[config.mk]
export PLATFORM = sky130hd
export DESIGN_NAME = core_scheduler_flat
export DESIGN_NICKNAME = d
export VERILOG_FILES = /design/src/rtl/core_scheduler_if.sv /design/src/rtl/core_scheduler.sv /design/src/flat_wrapper.sv
export SDC_FILE = /design/constraint.sdc
export NUM_CORES = 1
export LEC_CHECK = 0
export CAP_MARGIN = 25
export CORE_MARGIN = 3
export CORE_UTILIZATION = 47
export DETAILED_ROUTE_END_ITERATION = 7
export GPL_ROUTABILITY_DRIVEN = 0
export PLACE_DENSITY = 0.93
export SYNTH_ARGS = -nofsm -noshare
export SYNTH_HDL_FRONTEND = slang
export SYNTH_SLANG_ARGS = --single-unit
export TNS_END_PERCENT = 50
[constraint.sdc]
create_clock -name clk -period 5.6 [get_ports clk]
set_clock_uncertainty 0.05 [all_clocks]
set_input_delay 0.84 -clock clk [delete_from_list [all_inputs] [get_ports clk]]
set_output_delay 0.84 -clock clk [all_outputs]
set_load 0.02 [all_outputs]
[src/rtl/core_scheduler_if.sv]
// Bundle of control/status signals between the miniGPU core and its scheduler.
// The scheduler sits on the slave side; the core datapath (or a bench) drives the master side.
interface core_scheduler_if #(
   parameter int unsigned THREADS_PER_BLOCK = 4,
   parameter int unsigned PC_WIDTH          = 8
);
   logic                                  start;
   logic [THREADS_PER_BLOCK-1:0]          thread_enable;
   logic [2:0]                            fetcher_state;
   logic                                  decoded_mem_read_enable;
   logic                                  decoded_mem_write_enable;
   logic                                  decoded_ret;
   logic [2*THREADS_PER_BLOCK-1:0]        lsu_state;
   logic [PC_WIDTH*THREADS_PER_BLOCK-1:0] next_pc;
   logic [2:0]                            core_state;
   logic [PC_WIDTH-1:0]                   current_pc;
   logic                                  done;
   logic                                  diverged;

   modport master (
      output start, thread_enable, fetcher_state, decoded_mem_read_enable,
             decoded_mem_write_enable, decoded_ret, lsu_state, next_pc,
      input  core_state, current_pc, done, diverged
   );

   modport slave (
      input  start, thread_enable, fetcher_state, decoded_mem_read_enable,
             decoded_mem_write_enable, decoded_ret, lsu_state, next_pc,
      output core_state, current_pc, done, diverged
   );
endinterface

[src/rtl/core_scheduler.sv]
// Per-core instruction sequencer: walks FETCH..UPDATE, owns the shared PC,
// reports block completion and flags lanes that disagree on the next PC.
module core_scheduler #(
   parameter int unsigned THREADS_PER_BLOCK = 4,
   parameter int unsigned PC_WIDTH          = 8
) (
   input logic               clk,
   input logic               reset,
   core_scheduler_if.slave   bus
);
   typedef enum logic [2:0] {
      StIdle    = 3'b000,
      StFetch   = 3'b001,
      StDecode  = 3'b010,
      StRequest = 3'b011,
      StWait    = 3'b100,
      StExecute = 3'b101,
      StUpdate  = 3'b110,
      StDone    = 3'b111
   } state_e;

   localparam logic [2:0] FetcherFetched = 3'b010;
   localparam logic [1:0] LsuRequesting  = 2'b01;
   localparam logic [1:0] LsuWaiting     = 2'b10;

   state_e              state_q, state_d;
   logic [PC_WIDTH-1:0] pc_q, pc_d;
   logic                done_q, done_d;
   logic                div_q, div_d;

   logic                lane_busy;
   logic                lane_found;
   logic                lane_mismatch;
   logic [PC_WIDTH-1:0] sel_pc;

   // LSUs consume the decoded memory flags directly; the scheduler only watches lsu_state.
   logic unused_mem_op;
   assign unused_mem_op = bus.decoded_mem_read_enable ^ bus.decoded_mem_write_enable;

   always_comb begin
      lane_busy     = 1'b0;
      lane_found    = 1'b0;
      lane_mismatch = 1'b0;
      sel_pc        = bus.next_pc[PC_WIDTH-1:0];
      for (int i = 0; i < THREADS_PER_BLOCK; i++) begin
         if (bus.thread_enable[i] && ((bus.lsu_state[2*i +: 2] == LsuRequesting) ||
                                      (bus.lsu_state[2*i +: 2] == LsuWaiting))) begin
            lane_busy = 1'b1;
         end
         if (bus.thread_enable[i] && !lane_found) begin
            sel_pc     = bus.next_pc[PC_WIDTH*i +: PC_WIDTH];
            lane_found = 1'b1;
         end
      end
      for (int i = 0; i < THREADS_PER_BLOCK; i++) begin
         if (bus.thread_enable[i] && (bus.next_pc[PC_WIDTH*i +: PC_WIDTH] != sel_pc)) begin
            lane_mismatch = 1'b1;
         end
      end
   end

   always_comb begin
      state_d = state_q;
      pc_d    = pc_q;
      done_d  = done_q;
      div_d   = div_q;
      case (state_q)
         StIdle, StDone: begin
            if (bus.start) begin
               state_d = StFetch;
               pc_d    = '0;
               done_d  = 1'b0;
               div_d   = 1'b0;
            end
         end
         StFetch: begin
            if (bus.fetcher_state == FetcherFetched) state_d = StDecode;
         end
         StDecode:  state_d = StRequest;
         StRequest: state_d = StWait;
         StWait: begin
            if (!lane_busy) state_d = StExecute;
         end
         StExecute: state_d = StUpdate;
         StUpdate: begin
            if (bus.decoded_ret) begin
               state_d = StDone;
               done_d  = 1'b1;
            end else begin
               state_d = StFetch;
               pc_d    = sel_pc;
               if (lane_mismatch) div_d = 1'b1;
            end
         end
         default: state_d = StIdle;
      endcase
   end

   always_ff @(posedge clk) begin
      if (reset) begin
         state_q <= StIdle;
         pc_q    <= '0;
         done_q  <= 1'b0;
         div_q   <= 1'b0;
      end else begin
         state_q <= state_d;
         pc_q    <= pc_d;
         done_q  <= done_d;
         div_q   <= div_d;
      end
   end

   assign bus.core_state = state_q;
   assign bus.current_pc = pc_q;
   assign bus.done       = done_q;
   assign bus.diverged   = div_q;
endmodule

[src/flat_wrapper.sv]
// flat-port wrapper written by rule: the top's interface ports become plain ports
module core_scheduler_flat 
#(
   parameter int unsigned THREADS_PER_BLOCK = 4,
   parameter int unsigned PC_WIDTH          = 8
)
  (clk, reset, bus_start, bus_thread_enable, bus_fetcher_state, bus_decoded_mem_read_enable, bus_decoded_mem_write_enable, bus_decoded_ret, bus_lsu_state, bus_next_pc, bus_core_state, bus_current_pc, bus_done, bus_diverged);
  core_scheduler_if #(.THREADS_PER_BLOCK(THREADS_PER_BLOCK), .PC_WIDTH(PC_WIDTH)) bus_i ();
  input logic clk;
  input logic reset;
  input wire logic [$bits(bus_i.start)-1:0] bus_start;
  input wire logic [$bits(bus_i.thread_enable)-1:0] bus_thread_enable;
  input wire logic [$bits(bus_i.fetcher_state)-1:0] bus_fetcher_state;
  input wire logic [$bits(bus_i.decoded_mem_read_enable)-1:0] bus_decoded_mem_read_enable;
  input wire logic [$bits(bus_i.decoded_mem_write_enable)-1:0] bus_decoded_mem_write_enable;
  input wire logic [$bits(bus_i.decoded_ret)-1:0] bus_decoded_ret;
  input wire logic [$bits(bus_i.lsu_state)-1:0] bus_lsu_state;
  input wire logic [$bits(bus_i.next_pc)-1:0] bus_next_pc;
  output wire logic [$bits(bus_i.core_state)-1:0] bus_core_state;
  output wire logic [$bits(bus_i.current_pc)-1:0] bus_current_pc;
  output wire logic [$bits(bus_i.done)-1:0] bus_done;
  output wire logic [$bits(bus_i.diverged)-1:0] bus_diverged;
  assign bus_i.start = bus_start;
  assign bus_i.thread_enable = bus_thread_enable;
  assign bus_i.fetcher_state = bus_fetcher_state;
  assign bus_i.decoded_mem_read_enable = bus_decoded_mem_read_enable;
  assign bus_i.decoded_mem_write_enable = bus_decoded_mem_write_enable;
  assign bus_i.decoded_ret = bus_decoded_ret;
  assign bus_i.lsu_state = bus_lsu_state;
  assign bus_i.next_pc = bus_next_pc;
  assign bus_core_state = bus_i.core_state;
  assign bus_current_pc = bus_i.current_pc;
  assign bus_done = bus_i.done;
  assign bus_diverged = bus_i.diverged;
  core_scheduler #(.THREADS_PER_BLOCK(THREADS_PER_BLOCK), .PC_WIDTH(PC_WIDTH)) u_core (.clk(clk), .reset(reset), .bus(bus_i));
endmodule
# Word-level counts from Yosys, hierarchy flattened
# Index checks and enable logic that the tools add are counted.
[word_totals]
ff_bits = 13
input_bits = 53
[op_classes]
eq_ne = 26
n_mux = 28
reduce_logical = 25
[op_table]
columns = ["operator", "count"]
rows = [
  ["$mux W8", 5],
  ["$ne A8 B8 Y1", 4],
  ["$pmux W3 S7", 1],
  ["$pmux W8 S2", 1],
  ["$mux W1", 15],
  ["$eq A3 B3 Y1 const B", 4],
  ["$mux W3", 4],
  ["$logic_and A1 B1 Y1", 11],
  ["$eq A3 B2 Y1 const B", 3],
  ["$reduce_and A3 Y1", 3],
  ["$eq A2 B1 Y1 const B", 4],
  ["$eq A2 B2 Y1 const B", 4],
  ["$ne A2 B2 Y1 const B", 4],
  ["$logic_or A1 B1 Y1", 4],
  ["$ne A2 B1 Y1 const B", 2],
  ["$pmux W1 S2", 2],
  ["$reduce_and A4 Y1", 1],
  ["$eq A3 B1 Y1 const B", 1],
  ["$logic_not A1 Y1", 3],
  ["$logic_not A3 Y1", 1],
  ["$reduce_bool A2 Y1", 1],
  ["$reduce_or A2 Y1", 1],
]

# Depth between registers and ports, before layout
# Gate-level depths: netlist (run 1).
[logic_depth]
depth_word = 19
depth_mapped = 9
mapped_depth_nobuf = 7

# Worst setup path before layout (run 1)
# No wires, ideal clock.
[synth_path]
path_kind = "input port to flip-flop"
from = "in bus_thread_enable[1]"
to = "reg u_core.div_q, in the netlist u_core.bus.diverged"
setup_time_ps = 130
arrival_time_ps = 2475
required_ps = 5420
path_slack_ps = 2945
path_stages = 8
n_path_buf = 1
cell_sequence = "buf_6 > or4b_4 > o221ai_4 > xor2_1 > nand3_1 > or4_1 > a31oi_1 > a21oi_1"
[synth_via]
elab_chain_cells = 16
word_cells_on_any_way = 24
cone_classes = "5 x eq/ne; 9 x mux; 10 x reduce/logical"
[synth_rtl]
columns = ["item", "line", "text"]
rows = [
  ["from (decl)", "flat_wrapper.sv:12", "input wire logic [$bits(bus_i.thread_enable)-1:0] bus_thread_enable;"],
  ["$logic_and A1 B1 Y1", "core_scheduler.sv:50", "if (bus.thread_enable[i] && !lane_found) begin"],
  ["$mux W1", "core_scheduler.sv:50", ""],
  ["$logic_not A1 Y1", "core_scheduler.sv:50", ""],
  ["$logic_and A1 B1 Y1", "core_scheduler.sv:50", ""],
  ["$mux W1", "core_scheduler.sv:50", ""],
  ["$logic_not A1 Y1", "core_scheduler.sv:50", ""],
  ["$logic_and A1 B1 Y1", "core_scheduler.sv:50", ""],
  ["$mux W8", "core_scheduler.sv:50", ""],
  ["$ne A8 B8 Y1", "core_scheduler.sv:56", "if (bus.thread_enable[i] && (bus.next_pc[PC_WIDTH*i +: PC_WIDTH] != sel_pc)) begin"],
  ["$logic_and A1 B1 Y1", "core_scheduler.sv:56", ""],
  ["$mux W1 (3 in series)", "core_scheduler.sv:56", ""],
  ["$mux W1 (*)", "core_scheduler.sv:56", ""],
  ["$ne A2 B1 Y1 (no line) (*)", "--", ""],
  ["$reduce_and A4 Y1 (no line) (*)", "--", ""],
  ["to (signal assigned)", "core_scheduler.sv:109", "div_q <= div_d;"],
  ["to (decl)", "core_scheduler.sv:29", "logic div_q, div_d;"],
]
# Every way passes the cells marked *; elsewhere a longest branch is shown, timed or not.
# A chain may end at the register's enable or synchronous reset.

# Worst setup path in the final report (run 1)
# Same ends and word-level chain as after synthesis.

==> results.py, run 1 <==
metrics = {
    "clock_tree": {
        "cts_tree": "done",
        "h-tree-depth": 1,
        "clk_latency_ps": 280,
        "post_cts_buffers": 0,
        "clock_sinks": 13,
        "cts.clk_slew.worst_paths_ps": 80,
        "cts_resized": 0,
        "cts_hold_repair.buffers": 0,
        "clockBufferDepth": 2,
        "cts_made_buffers": 3,
        "cts_root_buf": "clkbuf_4",
    },
    "synthesis": {
        "seq_area_frac_synth_pct": 16.5,
        "syn_area_um2": 1580,
        "synth_cell_types": 48,
        "syn_inst": 219,
        "synthAdderAreaFrac_pct": 0,
        "synthMuxAreaShare_pct": 0,
        "synth_edf_count": 0,
        "synth_top_family_by_area": "compound AO/OA/AOI/OAI gates",
        "synth-xor-area-share_pct": 15.0,
        "synth_compound_area_share_pct": 37.7,
        "async_flop_share_pct": 0,
        "ys_ff_latch": 13,
        "synth_nets": 272,
        "postSynthAreaPerCell_um2": 7.19,
        "synth_ff_type": "dfxtp_1",
        "yosysWarnings": 0,
        "synthSimpleGateAreaFrac_pct": 23.4,
    },
    "setup_path": {
        "cp-start-kind": "primary input",
        "path_cells": "clkdlybuf4s50_1, nand2b_1, o22ai_1, or3_1, nand3_1, or4_1, a31oi_1, a21oi_1",
        "cp_slowest_stage_delay_ps": 890,
        "arrival_ps": 3450,
        "required_ps": 5720,
        "critical_path.max_fanout": 18,
        "cp_slowest_cell": "clkdlybuf4s50_1",
        "path_class": "primary input to flop",
        "r2r-start": "u_core.bus.core_state[0]$_SDFFE_PP0P_",
        "startpoint": "bus_thread_enable[1]",
        "critPathCaptureType": "flop",
    },
    "placed_design": {
        "numPortBuffers": 63,
        "dpl_cell_area_um2": 2190,
        "preCtsSetupSlack_ps": 2030,
        "hpwl_um": 3750,
    },
    "sta": {
        "setup_violations": 0,
        "hold_viol_final": 0,
        "tns_ps": 0,
        "rsz0062_at_grt": "no",
        "fin_ws_ps": 2270,
        "fmax_mhz": 300,
        "drv_slew": 0,
        "slew_headroom_pct": 43.6,
        "worst_pin_slew_ps": 840,
        "fin_crit_ps": 3330,
        "period_share_pct": 59.5,
    },
    "grt": {
        "grt_max_degree": 19,
        "grt_pass1_wl_um": 7570,
        "gr-usage-met2_pct": 39.0,
        "grt.busiest_layer": "met2",
        "grt_use_met1_pct": 26.6,
        "antenna_found_initial": 0,
        "grt_overflow_total": 0,
        "grt_util_all_layers_pct": 22.6,
        "grt_pass1_vias": 1767,
        "use_met3_pct": 7.73,
    },
    "floorplan": {
        "io_pins": 66,
        "start_util_pct": 50.4,
        "dieArea_um2": 4080,
        "rows": 20,
        "core_area_um2": 3130,
        "die_y_um": 63.9,
        "fp.dieW_um": 63.9,
    },
    "route": {
        "totalWireLength_um": 4670,
        "num_vias": 1874,
        "dr.pass1.iters": 5,
        "viasPerCell": 5.93,
        "drt_iter0_markers": 139,
        "ant_nets": 0,
        "drc": 0,
        "wire_per_inst_um": 14.8,
    },
    "cells_and_area": {
        "drive_above_1_share_pct": 2.57,
        "areaGrowthSynthToFinish_pct": 40.5,
        "layout_common_cells": "clkdlybuf4s50_1 (63), nand2_1 (26), xnor2_1 (15), a21oi_1 (14)",
        "final_nets": 326,
        "final_common_cell": "clkdlybuf4s50_1",
        "antenna_cells": 0,
        "stdcell_area_um2": 2210,
    },
    "pwr": {
        "max-vdd-ir-drop_v": 0.000105,
        "clkPwrFrac_pct": 20.5,
        "combPwrFrac_pct": 46.5,
        "pwr_density_cell_nw_per_um2": 133,
        "p_total_w": 0.000294,
        "leakage_nw": 0.717,
        "switching_share_pct": 34.9,
        "p_seq_share_pct": 33.0,
        "p_sw_w": 0.000103,
        "internal-power_w": 0.000192,
    },
    "outcome": {
        "status": "finished, final reports clean",
    },
    "hold_path": {
        "hold_path.class": "flop to flop",
        "hold_path_startpoint": "u_core.bus.current_pc[4]$_SDFFE_PP0P_",
    },
    "run": {
        "maxCapViolCount": 0,
    },
}
-- final timing paths --
kind,depth (start not counted),to,slack (ps)
worst max register to register,7,u_core.bus.diverged$_SDFFE_PP0P_,3460
worst min register to register,2,u_core.bus.current_pc[4]$_SDFFE_PP0P_,410
worst max-delay path,8,u_core.bus.diverged$_SDFFE_PP0P_,2270
worst min-delay path,2,u_core.bus.current_pc[4]$_SDFFE_PP0P_,410
-- synth_stat cells (2+ instances only) --
cell,count,area [um^2]
buf_2,2,10.0
o21ai_0,13,65.1
o22ai_1,9,56.3
or3_1,6,37.5
nor3_1,7,35.0
o31ai_1,9,67.6
buf_6,2,22.5
a31oi_1,2,12.5
or4_1,2,15.0
nand3_1,7,35.0
inv_1,11,41.3
o32ai_1,7,61.3
o211ai_1,4,30.0
nand2_1,26,97.6
clkbuf_1,9,33.8
nand4b_1,3,26.3
dfxtp_1,13,260
xor2_1,12,105
a22oi_1,5,37.5
xnor2_1,15,131
o221ai_1,2,17.5
a211oi_1,2,15.0
nand2b_1,3,18.8
nor2_1,11,41.3
a21oi_1,14,70.1
-- worst max-delay path: cells and delay by family --
family / cells / cell delay [ps]
and+or+nand+nor: 4 / 1080
buffers and inverters: 1 / 890
AOI/OAI and AO/OA: 3 / 630
-- logic make-up after synthesis --
group,count (synthesis)
flops,13
simple gates,71
compound gates,83
xor+xnor,27
buf+inv,25
-- per-stage QoR --
stage / util, % / std cells / hold WS [ps]
finish: 70.8 / 316 / 407
global route: 70.8 / 316 / 429
CTS: 70.8 / 316 / 406
detailed placement: 69.9 / 312 / 395
global placement: 69.9 / 312 / 387
floorplan: - / 219 / 480
-- power by group through the flow --
| stage | sequential [W] | combinational [W] | clock [W] |
|---|---|---|---|
| after floorplan | 0.0000982 | 0.0000758 | 0 |
| after global placement | 0.0000993 | 0.000133 | 0 |
| after detailed placement | 0.0000992 | 0.000135 | 0 |
| after CTS | 0.0000971 | 0.000136 | 0.0000614 |
| after global routing | 0.0000978 | 0.000148 | 0.0000673 |
| final | 0.0000972 | 0.000137 | 0.0000603 |
-- cell type report --
cell class / count / area [um^2]
Multi-Input combinational cell: 181 / 1200
Fill cell: 265 / 915
Timing Repair Buffer: 63 / 631
Sequential cell: 13 / 260
Tap cell: 44 / 55.1
Inverter: 11 / 41.3
Clock buffer: 4 / 26.3
-- sequential cells by signal (all words and copies together), names as in the netlist --
| register | count |
|---|---|
| u_core.bus.current_pc | 8 |
| u_core.bus.done | 1 |
| u_core.bus.core_state | 3 |
| u_core.bus.diverged | 1 |
-- per-layer routing --
metal | vias up | wire, um
li1 | 935 | -
met1 | 848 | 1990
met2 | 84 | 2170
met3 | 7 | 461
met4 | 0 | 46
met5 | - | 0
(Power assumes the default switching activity.)
==> run 2, diff against run 1 <==
CORE_UTILIZATION = 39   (was 47)
PLACE_DENSITY = 0.83   (was 0.93)
clock period = 2.9 ns   (was 5.6 ns; I/O delays follow)
==> run 2 against run 1 <==
  * Register-to-register slack lost 2600 ps
  * Count of clock-buffer cells in the layout is the same
  * Wire length grew 7.0%
  * Largest power group unchanged
  * Cell area grew 5.8%
  * Combinational power grew 110%
  * Non-clock buffer count grew 14
  * Largest cell class unchanged
  * Sequential share of layout area shrank 0.65 points
  * Sequential power grew 93%
  * Die area grew 19%
  * Global-route usage shrank 2.4 points
  * Critical path depth is the same
==> results.py, run 2 (same netlist as run 1, synthesis figures left out) <==
metrics = {
    "sta": {
        "fin_ws_ps": 248,
        "tns_ps": 0,
        "setup_violations": 0,
        "fmax_mhz": 377,
        "fin_crit_ps": 2650,
        "rsz0062_at_grt": "no",
        "worst_pin_slew_ps": 802,
        "slew_headroom_pct": 46.1,
        "period_share_pct": 91.5,
        "hold_ws_ps": 403,
        "hold_viol_final": 0,
        "drv_slew": 0,
    },
    "placed_design": {
        "hpwl_um": 4050,
        "numPortBuffers": 63,
        "preCtsSetupSlack_ps": 5.00,
        "dpl_cell_area_um2": 2300,
    },
    "clock_tree": {
        "h-tree-depth": 1,
        "clk_latency_ps": 240,
        "cts_root_buf": "clkbuf_8",
        "post_cts_buffers": 0,
        "cts_hold_repair.buffers": 0,
        "cts.clk_slew.worst_paths_ps": 60,
        "cts_resized": 0,
        "clockBufferDepth": 2,
        "clock_sinks": 13,
        "cts_made_buffers": 3,
        "cts_tree": "done",
    },
    "setup_path": {
        "worstRegToRegCells": 7,
        "cp-start-kind": "primary input",
        "required_ps": 2970,
        "arrival_ps": 2720,
        "critPathCaptureType": "flop",
        "path_class": "primary input to flop",
        "critical_path.max_fanout": 7,
    },
    "cells_and_area": {
        "drive_above_1_share_pct": 7.34,
        "fillCellCount": 361,
        "layout_common_cells": "clkdlybuf4s50_1 (63), nand2_1 (26), xnor2_1 (15), a21oi_1 (14), buf_4 (14)",
        "final_common_cell": "clkdlybuf4s50_1",
        "final_util_pct": 62.1,
        "largest_register_ffs": 8,
        "final_nets": 340,
        "regArea_um2": 260,
        "areaGrowthSynthToFinish_pct": 48.7,
        "antenna_cells": 0,
        "multiInputGateArea_um2": 1200,
        "stdcell_area_um2": 2340,
    },
    "grt": {
        "grt_pass1_wl_um": 8230,
        "antenna_found_initial": 0,
        "grt_overflow_total": 0,
        "grt_util_all_layers_pct": 20.2,
        "grt_pass1_vias": 1748,
        "grt_max_degree": 17,
    },
    "hold_path": {
        "whs_path_depth": 2,
        "hold_path.class": "flop to flop",
    },
    "route": {
        "wl_met1_um": 2210,
        "totalWireLength_um": 5000,
        "routed.top_layer": "met4",
        "drt_iter0_markers": 193,
        "wl_met3_um": 393,
        "wire_per_inst_um": 15.0,
        "dr.pass1.iters": 5,
        "routed-wl-met2_um": 2380,
        "drc": 0,
        "num_vias": 1941,
        "viasPerCell": 5.81,
        "ant_nets": 0,
    },
    "pwr": {
        "leakage_nw": 0.794,
        "p_seq_share_pct": 29.8,
        "clkPwrFrac_pct": 25.5,
        "pwr_density_cell_nw_per_um2": 269,
        "switching_share_pct": 32.5,
        "internal-power_w": 0.000426,
        "max-vdd-ir-drop_v": 0.000131,
        "combPwrFrac_pct": 44.7,
        "p_sw_w": 0.000205,
    },
    "floorplan": {
        "dieArea_um2": 4840,
        "start_util_pct": 41.8,
        "rows": 22,
        "die_y_um": 69.6,
        "core_area_um2": 3770,
        "io_pins": 66,
        "fp.dieW_um": 69.6,
    },
    "outcome": {
        "status": "finished, final reports clean",
    },
    "run": {
        "maxCapViolCount": 0,
    },
}
[run 2: cell count changes in the layout (fill, tap and decap cells not counted)]
cell / before / now
clkbuf_8: 0 / 3
clkbuf_4: 3 / 0
buf_4: 0 / 14
[run 2: path summary, 6_finish.rpt]
path	start	endpoint	slack [ps]
setup / recovery	bus_thread_enable[2]	u_core.bus.diverged$_SDFFE_PP0P_	250
hold / removal	u_core.bus.current_pc[2]$_SDFFE_PP0P_	u_core.bus.current_pc[2]$_SDFFE_PP0P_	400
setup reg to reg	u_core.bus.core_state[0]$_SDFFE_PP0P_	u_core.bus.diverged$_SDFFE_PP0P_	840
hold reg to reg	u_core.bus.current_pc[2]$_SDFFE_PP0P_	u_core.bus.current_pc[2]$_SDFFE_PP0P_	400
[run 2: per-layer routing]
metal  vias to the layer above  global-route usage (%)
li1                        966                       -
met1                       885                    26.5
met2                        88                    34.6
met3                         2                    5.07
met4                         0                    1.95
met5                         -                       0
[run 2: worst max-delay path: stages]
cell and delay [ps]:
clkdlybuf4s50_1 590, nand2b_1 220, o32ai_1 430, or3_1 180, nand4b_1 100, or4_1 510
a31oi_1 170, a21oi_1 80
[run 2: cell type report]
type / instances / area share (%)
Tap cell: 48 / 2.56
Clock buffer: 4 / 1.92
Inverter: 11 / 1.76
Sequential cell: 13 / 11.1
Timing Repair Buffer: 77 / 31.4
Multi-Input combinational cell: 181 / 51.2
[run 2: stage by stage]
step | instances | total power, W
floorplan | 219 | 0.000336
global placement | 330 | 0.000465
detailed placement | 330 | 0.000469
CTS | 334 | 0.000630
global route | 334 | 0.000669
finish | 334 | 0.000631
[run 2: power by group through the flow]
stage	logic, W	clock network (W)	registers (W)
detailed placement	0.000277	0	0.000192
finish	0.000282	0.000161	0.000188
CTS	0.000279	0.000163	0.000188
global route	0.000305	0.000175	0.000189
floorplan	0.000146	0	0.000190
global placement	0.000273	0	0.000192
==> run 3, diff against run 2 <==
CORE_ASPECT_RATIO = 2   (was unset)
==> run 3 against run 2 <==
  * Sequential cell count stayed put
  * Cell area is 0.48% higher
  * Combinational power hardly changed
  * Critical endpoint unchanged
  * Largest cell class unchanged
==> results.py, run 3 (same netlist as run 1, synthesis figures left out) <==
metrics = {
    "cells_and_area": {
        "areaGrowthSynthToFinish_pct": 49.4,
        "largest_register_ffs": 8,
        "stdcell_area_um2": 2350,
        "drive_above_1_share_pct": 7.67,
        "final_nets": 341,
        "layout_common_cells": "clkdlybuf4s50_1 (63), nand2_1 (26), xnor2_1 (15), buf_4 (15), a21oi_1 (14)",
        "antenna_cells": 0,
        "final_common_cell": "clkdlybuf4s50_1",
    },
    "clock_tree": {
        "clk_latency_ps": 250,
        "clockBufferDepth": 2,
        "cts_made_buffers": 3,
        "clock_sinks": 13,
        "cts_hold_repair.buffers": 0,
        "h-tree-depth": 1,
        "cts_root_buf": "clkbuf_8",
        "post_cts_buffers": 0,
        "cts_tree": "done",
        "cts_resized": 0,
        "cts.clk_slew.worst_paths_ps": 60,
    },
    "route": {
        "ant_nets": 0,
        "wire_per_inst_um": 15.6,
        "drt_iter0_markers": 64,
        "num_vias": 1979,
        "totalWireLength_um": 5280,
        "viasPerCell": 5.86,
        "dr.pass1.iters": 4,
        "drc": 0,
    },
    "sta": {
        "slew_headroom_pct": 68.0,
        "fin_crit_ps": 2680,
        "fmax_mhz": 373,
        "rsz0062_at_grt": "no",
        "drv_slew": 0,
        "period_share_pct": 92.6,
        "hold_ws_ps": 402,
        "setup_violations": 0,
        "worst_pin_slew_ps": 479,
        "hold_viol_final": 0,
        "fin_ws_ps": 216,
    },
    "floorplan": {
        "core_area_um2": 3880,
        "rows": 32,
        "die_y_um": 95.9,
        "fp.dieW_um": 50.9,
        "io_pins": 66,
        "dieArea_um2": 4880,
        "start_util_pct": 40.6,
    },
    "setup_path": {
        "cp_slowest_stage_delay_ps": 520,
        "critical_path.max_fanout": 8,
        "path_buf_inv": 3,
        "required_ps": 2970,
        "path_cells": "clkdlybuf4s50_1, buf_4, buf_4, o32ai_1, or3_1, nand4b_1, or4_1, a31oi_1, a21oi_1",
        "cp_slowest_cell": "or4_1",
        "arrival_ps": 2760,
        "cp_common_cell": "buf_4",
        "critPathTopFamily": "buffers and inverters",
        "cp-start-kind": "primary input",
        "critPathCaptureType": "flop",
        "path_class": "primary input to flop",
    },
    "placed_design": {
        "dpl_cell_area_um2": 2310,
        "hpwl_um": 4300,
        "preCtsSetupSlack_ps": -34.8,
        "numPortBuffers": 63,
    },
    "pwr": {
        "p_seq_share_pct": 29.6,
        "pwr_density_cell_nw_per_um2": 270,
        "internal-power_w": 0.000426,
        "p_sw_w": 0.000210,
        "max-vdd-ir-drop_v": 0.000192,
        "combPwrFrac_pct": 44.2,
        "clkPwrFrac_pct": 26.2,
        "leakage_nw": 0.799,
        "switching_share_pct": 33.0,
    },
    "run": {
        "maxCapViolCount": 0,
    },
    "hold_path": {
        "hold_path.class": "flop to flop",
    },
    "grt": {
        "gr-usage-met2_pct": 42.5,
        "use_met3_pct": 2.33,
        "antenna_found_initial": 0,
        "grt_pass1_wl_um": 8650,
        "grt.busiest_layer": "met2",
        "grt_overflow_total": 0,
        "grt_max_degree": 17,
        "grt_use_met1_pct": 22.6,
        "grt_pass1_vias": 1938,
        "grt_util_all_layers_pct": 22.8,
    },
    "outcome": {
        "status": "finished, final reports clean",
    },
}
-- run 3: power groups by stage --
stage	logic (W)	clock network [W]	registers [W]
final	0.000281	0.000167	0.000188
after detailed placement	0.000278	0	0.000192
after CTS	0.000280	0.000169	0.000188
after global routing	0.000307	0.000172	0.000189
after global placement	0.000275	0	0.000192
after floorplan	0.000146	0	0.000190
-- run 3: area by class of cell --
| cell class | count | area, um^2 |
|---|---|---|
| Fill cell | 373 | 1530 |
| Clock buffer | 4 | 45.0 |
| Sequential cell | 13 | 260 |
| Timing Repair Buffer | 78 | 743 |
| Inverter | 11 | 41.3 |
| Multi-Input combinational cell | 181 | 1200 |
| Tap cell | 51 | 63.8 |
-- run 3: metrics by stage --
stage	util [%]	total power, W	instances	setup TNS, ps
after global placement	59.4	0.000467	334	0
after detailed placement	59.4	0.000470	334	-34.8
after CTS	60.6	0.000637	338	0
final	60.6	0.000636	338	0
after floorplan	-	0.000336	219	0
after global routing	60.6	0.000668	338	0
-- run 3: layer usage --
| metal | wire, um | share of wire (%) | vias up |
|---|---|---|---|
| met5 | 0 | 0 | - |
| met4 | 264 | 5.0 | 0 |
| met3 | 219 | 4.2 | 25 |
| met2 | 2970 | 56 | 72 |
| met1 | 1830 | 35 | 915 |
| li1 | - | - | 967 |
-- run 3: worst paths after layout --
path / from / endpoint / slack (ps) / depth (start not counted)
min reg2reg: u_core.bus.current_pc[4]$_SDFFE_PP0P_ / u_core.bus.current_pc[4]$_SDFFE_PP0P_ / 400 / 2
max: bus_thread_enable[1] / u_core.bus.diverged$_SDFFE_PP0P_ / 220 / 9
min: u_core.bus.current_pc[4]$_SDFFE_PP0P_ / u_core.bus.current_pc[4]$_SDFFE_PP0P_ / 400 / 2
max reg2reg: u_core.bus.core_state[0]$_SDFFE_PP0P_ / u_core.bus.diverged$_SDFFE_PP0P_ / 800 / 7
-- run 3: tightest hold or removal path, cell delays in order (launching register included) --
cell and delay (ps):
dfxtp_1 310, nand2_1 50, a21oi_1 50
